$ cat src/rtl/mips_ctrl_pkg.sv
// Shared types for the multicycle MIPS control FSM: state encoding, opcodes,
// control-field encodings and the packed control-word struct.
package mips_ctrl_pkg;

  typedef enum logic [3:0] {
    S_FETCH    = 4'd0,
    S_DECODE   = 4'd1,
    S_MEMADR   = 4'd2,
    S_MEMRD    = 4'd3,
    S_MEMWB    = 4'd4,
    S_MEMWR    = 4'd5,
    S_RTYPE_EX = 4'd6,
    S_RTYPE_WB = 4'd7,
    S_BEQ_EX   = 4'd8,
    S_ADDI_EX  = 4'd9,
    S_LOGI_EX  = 4'd10,
    S_LUI_EX   = 4'd11,
    S_IMM_WB   = 4'd12,
    S_JUMP     = 4'd13,
    S_ILLEGAL  = 4'd14
  } state_t;

  localparam logic [5:0] OP_RTYPE = 6'b000000;
  localparam logic [5:0] OP_LW    = 6'b100011;
  localparam logic [5:0] OP_SW    = 6'b101011;
  localparam logic [5:0] OP_BEQ   = 6'b000100;
  localparam logic [5:0] OP_ADDI  = 6'b001000;
  localparam logic [5:0] OP_ANDI  = 6'b001100;
  localparam logic [5:0] OP_ORI   = 6'b001101;
  localparam logic [5:0] OP_LUI   = 6'b001111;
  localparam logic [5:0] OP_J     = 6'b000010;

  localparam logic [1:0] SRCB_REG    = 2'b00;
  localparam logic [1:0] SRCB_FOUR   = 2'b01;
  localparam logic [1:0] SRCB_IMM    = 2'b10;
  localparam logic [1:0] SRCB_IMM_SH = 2'b11;

  localparam logic [1:0] ALU_ADD   = 2'b00;
  localparam logic [1:0] ALU_SUB   = 2'b01;
  localparam logic [1:0] ALU_FUNCT = 2'b10;
  localparam logic [1:0] ALU_LOGI  = 2'b11;

  localparam logic [1:0] PCSRC_ALU    = 2'b00;
  localparam logic [1:0] PCSRC_ALUOUT = 2'b01;
  localparam logic [1:0] PCSRC_JUMP   = 2'b10;

  localparam logic [1:0] EXT_SIGN = 2'b00;
  localparam logic [1:0] EXT_ZERO = 2'b01;
  localparam logic [1:0] EXT_LUI  = 2'b10;

  typedef struct packed {
    logic       pc_write;
    logic       pc_write_cond;
    logic       iord;
    logic       mem_read;
    logic       mem_write;
    logic       ir_write;
    logic       reg_dst;
    logic       mem_to_reg;
    logic       reg_write;
    logic       alu_src_a;
    logic [1:0] alu_src_b;
    logic [1:0] alu_op;
    logic [1:0] pc_source;
    logic [1:0] ext_op;
  } ctrl_t;

endpackage

$ cat src/rtl/mips_ctrl_outdec.sv
// Combinational control-word decoder: current state (plus mem_ready in FETCH)
// to datapath control signals.
module mips_ctrl_outdec
  import mips_ctrl_pkg::*;
(
  input  state_t state,
  input  logic   mem_ready,
  output ctrl_t  ctrl
);

  always_comb begin
    ctrl = '0;
    unique case (state)
      S_FETCH: begin
        ctrl.mem_read  = 1'b1;
        ctrl.alu_src_b = SRCB_FOUR;
        ctrl.ir_write  = mem_ready;
        ctrl.pc_write  = mem_ready;
      end
      S_DECODE: ctrl.alu_src_b = SRCB_IMM_SH;
      S_MEMADR: begin
        ctrl.alu_src_a = 1'b1;
        ctrl.alu_src_b = SRCB_IMM;
      end
      S_MEMRD: begin
        ctrl.iord     = 1'b1;
        ctrl.mem_read = 1'b1;
      end
      S_MEMWB: begin
        ctrl.reg_write  = 1'b1;
        ctrl.mem_to_reg = 1'b1;
      end
      S_MEMWR: begin
        ctrl.iord      = 1'b1;
        ctrl.mem_write = 1'b1;
      end
      S_RTYPE_EX: begin
        ctrl.alu_src_a = 1'b1;
        ctrl.alu_op    = ALU_FUNCT;
      end
      S_RTYPE_WB: begin
        ctrl.reg_write = 1'b1;
        ctrl.reg_dst   = 1'b1;
      end
      S_BEQ_EX: begin
        ctrl.alu_src_a     = 1'b1;
        ctrl.alu_op        = ALU_SUB;
        ctrl.pc_write_cond = 1'b1;
        ctrl.pc_source     = PCSRC_ALUOUT;
      end
      S_ADDI_EX, S_LUI_EX: begin
        ctrl.alu_src_a = 1'b1;
        ctrl.alu_src_b = SRCB_IMM;
        ctrl.ext_op    = (state == S_LUI_EX) ? EXT_LUI : EXT_SIGN;
      end
      S_LOGI_EX: begin
        ctrl.alu_src_a = 1'b1;
        ctrl.alu_src_b = SRCB_IMM;
        ctrl.alu_op    = ALU_LOGI;
        ctrl.ext_op    = EXT_ZERO;
      end
      S_IMM_WB: ctrl.reg_write = 1'b1;
      S_JUMP: begin
        ctrl.pc_write  = 1'b1;
        ctrl.pc_source = PCSRC_JUMP;
      end
      default: ctrl = '0;
    endcase
  end

endmodule

$ cat src/rtl/mips_multicycle_ctrl.sv
// Multicycle MIPS main control: state register, next-state logic and retired
// instruction counter. Define MIPS_ILLEGAL_TRAP_EN to trap on unknown opcodes.
module mips_multicycle_ctrl
  import mips_ctrl_pkg::*;
#(
  parameter int unsigned CNT_W = 32
) (
  input  logic             clk,
  input  logic             reset,
  input  logic [5:0]       opcode,
  input  logic [5:0]       funct,
  input  logic             zero,
  input  logic             mem_ready,
  output logic             pc_write,
  output logic             pc_write_cond,
  output logic             iord,
  output logic             mem_read,
  output logic             mem_write,
  output logic             ir_write,
  output logic             reg_dst,
  output logic             mem_to_reg,
  output logic             reg_write,
  output logic             alu_src_a,
  output logic [1:0]       alu_src_b,
  output logic [1:0]       alu_op,
  output logic [1:0]       pc_source,
  output logic [1:0]       ext_op,
  output logic [3:0]       state_o,
  output logic [CNT_W-1:0] instr_count,
  output logic             illegal_op
);

  state_t state, next_state;
  ctrl_t  ctrl, ctrl_gated;
  logic   retire;

  // funct goes straight to the ALU decoder and zero is combined with
  // pc_write_cond in the datapath; neither steers this FSM.
  logic unused_inputs;
  assign unused_inputs = ^{funct, zero};

  always_comb begin
    next_state = S_FETCH;
    unique case (state)
      S_FETCH: next_state = mem_ready ? S_DECODE : S_FETCH;
      S_DECODE: begin
        unique case (opcode)
          OP_RTYPE:        next_state = S_RTYPE_EX;
          OP_LW, OP_SW:    next_state = S_MEMADR;
          OP_BEQ:          next_state = S_BEQ_EX;
          OP_ADDI:         next_state = S_ADDI_EX;
          OP_ANDI, OP_ORI: next_state = S_LOGI_EX;
          OP_LUI:          next_state = S_LUI_EX;
          OP_J:            next_state = S_JUMP;
          default:         next_state = S_ILLEGAL;
        endcase
      end
      S_MEMADR:   next_state = (opcode == OP_SW) ? S_MEMWR : S_MEMRD;
      S_MEMRD:    next_state = mem_ready ? S_MEMWB : S_MEMRD;
      S_MEMWR:    next_state = mem_ready ? S_FETCH : S_MEMWR;
      S_RTYPE_EX: next_state = S_RTYPE_WB;
      S_ADDI_EX, S_LOGI_EX, S_LUI_EX: next_state = S_IMM_WB;
`ifdef MIPS_ILLEGAL_TRAP_EN
      S_ILLEGAL:  next_state = S_ILLEGAL;
`else
      S_ILLEGAL:  next_state = S_FETCH;
`endif
      default:    next_state = S_FETCH;
    endcase
  end

  // FETCH stalls hold in FETCH, so only a state change into FETCH is a retire.
  assign retire = (state != S_FETCH) && (next_state == S_FETCH);

  always_ff @(posedge clk) begin
    if (reset) begin
      state       <= S_FETCH;
      instr_count <= '0;
    end else begin
      state <= next_state;
      if (retire) instr_count <= instr_count + CNT_W'(1);
    end
  end

`ifdef MIPS_ILLEGAL_TRAP_EN
  always_ff @(posedge clk) begin
    if (reset)                         illegal_op <= 1'b0;
    else if (next_state == S_ILLEGAL)  illegal_op <= 1'b1;
  end
`else
  assign illegal_op = 1'b0;
`endif

  mips_ctrl_outdec u_outdec (
    .state     (state),
    .mem_ready (mem_ready),
    .ctrl      (ctrl)
  );

  assign ctrl_gated = reset ? '0 : ctrl;

  assign pc_write      = ctrl_gated.pc_write;
  assign pc_write_cond = ctrl_gated.pc_write_cond;
  assign iord          = ctrl_gated.iord;
  assign mem_read      = ctrl_gated.mem_read;
  assign mem_write     = ctrl_gated.mem_write;
  assign ir_write      = ctrl_gated.ir_write;
  assign reg_dst       = ctrl_gated.reg_dst;
  assign mem_to_reg    = ctrl_gated.mem_to_reg;
  assign reg_write     = ctrl_gated.reg_write;
  assign alu_src_a     = ctrl_gated.alu_src_a;
  assign alu_src_b     = ctrl_gated.alu_src_b;
  assign alu_op        = ctrl_gated.alu_op;
  assign pc_source     = ctrl_gated.pc_source;
  assign ext_op        = ctrl_gated.ext_op;
  assign state_o       = state;

endmodule

$ cat config.mk
export PLATFORM = sky130hd
export DESIGN_NAME = mips_multicycle_ctrl
export DESIGN_NICKNAME = d
export VERILOG_FILES = /design/src/rtl/mips_ctrl_pkg.sv /design/src/rtl/mips_ctrl_outdec.sv /design/src/rtl/mips_multicycle_ctrl.sv
export SDC_FILE = /design/constraint.sdc
export NUM_CORES = 1
export LEC_CHECK = 0
export ABC_CLOCK_PERIOD_IN_PS = 3660
export CAP_MARGIN = 20
export CORE_MARGIN = 3
export CORE_UTILIZATION = 48
export CTS_CLUSTER_SIZE = 20
export DETAILED_ROUTE_END_ITERATION = 8
export MAX_ROUTING_LAYER = met4
export PLACE_DENSITY = 0.92
export SLEW_MARGIN = 30
export SYNTH_ARGS = -nofsm -noshare
export SYNTH_HDL_FRONTEND = slang
export SYNTH_SLANG_ARGS = --single-unit
$ cat constraint.sdc
create_clock -name clk -period 3.66 [get_ports clk]
set_clock_uncertainty 0.15 [all_clocks]
set_input_delay 0.366 -clock clk [delete_from_list [all_inputs] [get_ports clk]]
set_output_delay 0.366 -clock clk [all_outputs]
set_load 0.05 [all_outputs]
# After elaboration in Yosys (flattened, before gate mapping)
# Cells that the tools add are included.
# Widths: inputs -> output; s select.
# word_totals
elab_cells	60
output_inout_bits	55
regBits	36
# op_classes
eq_ne	21
n_mux	22
addsub	1
reduce_logical	14
# op_table
op	count
$pmux 4 s7	2
$add 32x1->32 const B	1
$eq 4x4->1 const B	6
$eq 6x4->1 const B	4
$mux 18	1
$eq 4x3->1 const B	4
$eq 6x6->1 const B	2
$pmux 2 s3	2
$mux 1	10
$reduce_or 2->1	5
$mux 3	3
$eq 4x2->1 const B	2
$logic_not 4->1	2
$pmux 2 s2	2
$eq 6x2->1 const B	1
$eq 6x3->1 const B	1
$logic_not 6->1	1
$reduce_or 3->1	2
$reduce_or 6->1	1
$eq 4x1->1 const B	1
$reduce_bool 4->1	1
$reduce_or 4->1	1
$mux 2	1
$pmux 1 s2	1
$logic_and 1x1->1	1

# Logic depth before layout (Yosys ltp)
# logic_depth
depth_word	6
depth_mapped	9
mapped_depth_nobuf	7

# Cells and area by module
# A second synthesis with hierarchy kept.
# unflattened
hier_cells	309
hier_area_um2	2348.5
# by_module_without_submodules
mod	area_each_um2	cells_per_inst	n_inst
mips_multicycle_ctrl	2153.3	276	1
mips_ctrl_outdec	195.2	33	1

# Worst setup path after synthesis
# Ideal clock, no wire load.
# synth_timing
kind	register to output
startpoint	reg state[3] (netlist: state_o[3])
endpoint	out pc_source[0]
n_path_buf	2
path_stages_with_launch	5
path_slack_ns	-0.005
t_arrival_ns	3.149
t_required_ns	3.144
cell_sequence	dfxtp_1 -> clkbuf_1 -> nand2b_1 -> nor4_1 -> buf_4
# synth_via
elab_chain_cells	3
# synth_lines
element	line_no	source
start: declaration	mips_multicycle_ctrl.sv:33	state_t state, next_state;
start signal: assignment	mips_multicycle_ctrl.sv:80	state <= next_state;
$eq 4x4->1	mips_ctrl_outdec.sv:13	unique case (state)
$pmux 2 s2 *	mips_ctrl_outdec.sv:13	
$mux 18 *	mips_multicycle_ctrl.sv:100	assign ctrl_gated = reset ? '0 : ctrl;
end: declaration	mips_multicycle_ctrl.sv:26	output logic [1:0] pc_source,
# Every way passes the cells marked *; elsewhere a longest branch is shown, timed or not.

# Worst setup path in the final report
# layout_timing
startpoint	in opcode[1]
endpoint	reg instr_count[18]
# layout_via
elab_chain_cells	6
# layout_lines
element	line_no	source
start: declaration	mips_multicycle_ctrl.sv:10	input logic [5:0] opcode,
$eq 6x4->1 (tied with other cells)	mips_multicycle_ctrl.sv:47	unique case (opcode)
$reduce_or 2->1	mips_multicycle_ctrl.sv:47	
$pmux 4 s7	mips_multicycle_ctrl.sv:47	
$pmux 4 s7 *	mips_multicycle_ctrl.sv:44	unique case (state)
$logic_not 4->1 *	mips_multicycle_ctrl.sv:73	assign retire = (state != S_FETCH) && (next_state == S_FETCH);
$logic_and 1x1->1 *	mips_multicycle_ctrl.sv:73	
end signal: assignment	mips_multicycle_ctrl.sv:81	if (retire) instr_count <= instr_count + CNT_W'(1);
end: declaration	mips_multicycle_ctrl.sv:29	output logic [CNT_W-1:0] instr_count,
# Marked as above.
# A chain may end at the register's enable or synchronous reset.

==> impl_metrics.env <==
export IMPL_path_max_fanout=40
export IMPL_fp_coreArea_mm2=0.00479
export IMPL_die_area_mm2=0.00592
export IMPL_yosysMostFrequentCell="dfxtp_1"
export IMPL_die_w_um=76.9
export IMPL_synthTopCellsByArea="dfxtp_1, nor3_1, nor2_1"
export IMPL_ys_ff_latch=36
export IMPL_dp_slack_ps=132
export IMPL_port_buffers=62
export IMPL_syn2layout_area_growth_pct=31.0
export IMPL_min_to="state_o[0]"
export IMPL_setup_tns_ps=0
export IMPL_synth_area_mm2=0.00241
export IMPL_synth_top_cell_by_area="dfxtp_1"
export IMPL_instances_no_fill=433
export IMPL_synth_edf_count=0
export IMPL_clock_sinks=36
export IMPL_critical_path_arrival_ps=3310
export IMPL_reg2reg_slack_ps=650
export IMPL_ys_warn_count=0
export IMPL_cts_hold_fix_buffers=0
export IMPL_routabilityCongestion=0.799
export IMPL_crit_chain="clkdlybuf4s50_1, or4_4, a2111oi_4, o32ai_2, nand3b_4, or4_1, a21oi_1"
export IMPL_post_route_cells_drive_above_1_share=0.0847
export IMPL_clk_latency_ps=280
export IMPL_required_ps=3720
export IMPL_synth_cell_type_count=52
export IMPL_ys_flop_type="dfxtp_1"
export IMPL_syn_inst=310
export IMPL_start_kind="input port"
export IMPL_hold_violations=0
export IMPL_cpPeakStageDelay_ps=620
export IMPL_rr_startpoint="state_o[0]"
export IMPL_synth_top_cell_area_share=0.298
export IMPL_post_drt_wl_per_cell_um=14.8
export IMPL_htreeDepth=2
export IMPL_post_cts_resized=0
export IMPL_route_detailed_drc=0
export IMPL_finalPower_mw=1.28
export IMPL_hold_path_cell_count=2
export IMPL_p_per_area_mw_per_mm2=404
export IMPL_cts_root_buf="clkbuf_8"
export IMPL_syn_num_nets=327
export IMPL_cts_setup_buffers=0
export IMPL_slew_headroom=0.472
export IMPL_grt_start_max_net_pins=49
export IMPL_seq_area_frac_synth=0.298
export IMPL_path_clk_slew_ps=70
export IMPL_final_nets=382
export IMPL_dr_total_vias=2611
export IMPL_cts_buffer_depth=2
export IMPL_hold_class="input port to flip-flop"
export IMPL_first_iter_violations=81
export IMPL_cts_buffers=5
export IMPL_min_period_ps=3250
export IMPL_multiInputGateArea_mm2=0.00157
export IMPL_ir_worst_vdd_v=0.000360
export IMPL_num_rows=25
export IMPL_path_class="input port to flip-flop"
export IMPL_ioPinCount=71
export IMPL_ant_nets=0
export IMPL_netlist_top_cells_count="dfxtp_1, nor2_1, nor3_1"
export IMPL_outcome="completed"
export IMPL_drv_cap=0
export IMPL_track_usage=0.224
export IMPL_crit_buf_inv=1
export IMPL_dp_cells=425
export IMPL_setup_violations=0
export IMPL_fillCellCount=392
export IMPL_antenna_cells=0
export IMPL_drt_wl_total_um=6420
export IMPL_dr_pass1_iters=4
export IMPL_leakage_nw=1.00
export IMPL_cp_slowest_cell="or4_1"
export IMPL_grt_first_pass_wirelength_um=10900
export IMPL_rsz0062_at_grt="false"
export IMPL_grt_antenna_before_repair=0
export IMPL_finalMaxSlewViolations=0
export IMPL_hpwl_um=4560
export IMPL_rr_endpoint="instr_count[18]"
export IMPL_syn_avg_cell_area_um2=7.79
export IMPL_worst_pin_slew_ps=791
export IMPL_period_share=0.888
export IMPL_worstHoldStart="reset"
export IMPL_critical_path_top_delay_family="simple AND/OR/NAND/NOR gates"
export IMPL_setup_ws_ps=411
export IMPL_via_per_inst=6.03
export IMPL_max_freq_ghz=0.308
export IMPL_grt_ovfl_total=0
export IMPL_initial_core_util=0.505
export IMPL_async_flop_share=0
export IMPL_rr_worst_depth=6
export IMPL_die_h_um=76.9
export IMPL_grt_pass1_vias=2418
export IMPL_seq_area_um2=721
export IMPL_cts_tree="done"
export IMPL_cp_end_kind="flip-flop"
[per-stage QoR]
step	hold WS (ps)	cell area, um^2	util
2_1_floorplan	460	2420	-
3_3_place_gp	326	3070	0.642
3_5_place_dp	338	3070	0.642
4_1_cts	268	3160	0.661
5_1_grt	295	3160	0.661
6_report	274	3160	0.661
[routing by layer]
metal  wire (um)  part of all wire  vias up  track usage
met1        2650              0.41     1233        0.260
met2        3220              0.50       92        0.373
met3         424             0.066       15       0.0540
met4         127             0.020        0       0.0851
li1            -                 -     1271            -
met5           0                 0        -            -
[how the worst max path moves through the flow]
stage / startpoint / end / slack (ps) / depth (start not counted)
finish: opcode[1] / instr_count[18] / 410 / 7
global route: opcode[1] / instr_count[11] / 260 / 7
CTS: opcode[1] / instr_count[18] / 420 / 7
detailed placement: opcode[1] / instr_count[18] / 130 / 7
global placement: opcode[1] / instr_count[27] / 260 / 7
floorplan: state_o[2] / iord / 190 / 4
[cells by family after synthesis]
group | synth area share
and+or+nand+nor | 0.390
buffers and inverters | 0.0523
adders and majority gates | 0.00518
AOI/OAI and AO/OA | 0.180
DFF | 0.298
other | 0.00155
muxes | 0.0648
xor gates and xnor gates | 0.00726
[worst reg2reg max path, delay by kind of cell, from the launching register on]
family             cells  cell delay [ps]
AOI/OAI and AO/OA      4             1030
and+or+nand+nor        2             1080
DFF                    1              670
[sequential cells by signal, summed over array words and instances, names as in the netlist]
register     flops
instr_count     32
state_o          4
[power breakdown]
part           total (mW)  switching [mW]  leakage, nW  internal, mW
registers           0.459          0.0530        0.291         0.406
logic               0.536           0.353        0.665         0.183
clock network       0.285           0.131       0.0455         0.153
total                1.28           0.537         1.00         0.742
[cell usage in the layout, fill, tap and decap left out, types with 11 or more instances in the layout]
cell             synthesis  final
nor2_1                  30     30
nor3_1                  24     24
clkdlybuf4s50_1          0     61
or4_1                   15     15
a21oi_1                 20     20
nand4_1                 11     11
nor2b_1                 14     14
dfxtp_1                 36     36
o31ai_1                 15     15
nand2_1                 20     20
nand3_1                 14     14
[area by class of cell]
class	count	share of cell area
flip-flops and latches	36	0.228
repair buffers	70	0.214
inverters	5	0.00593
multi-input cells	247	0.498
clock buffers	8	0.0285
well taps	67	0.0265
Note: power is estimated with default switching activity, not from simulation.
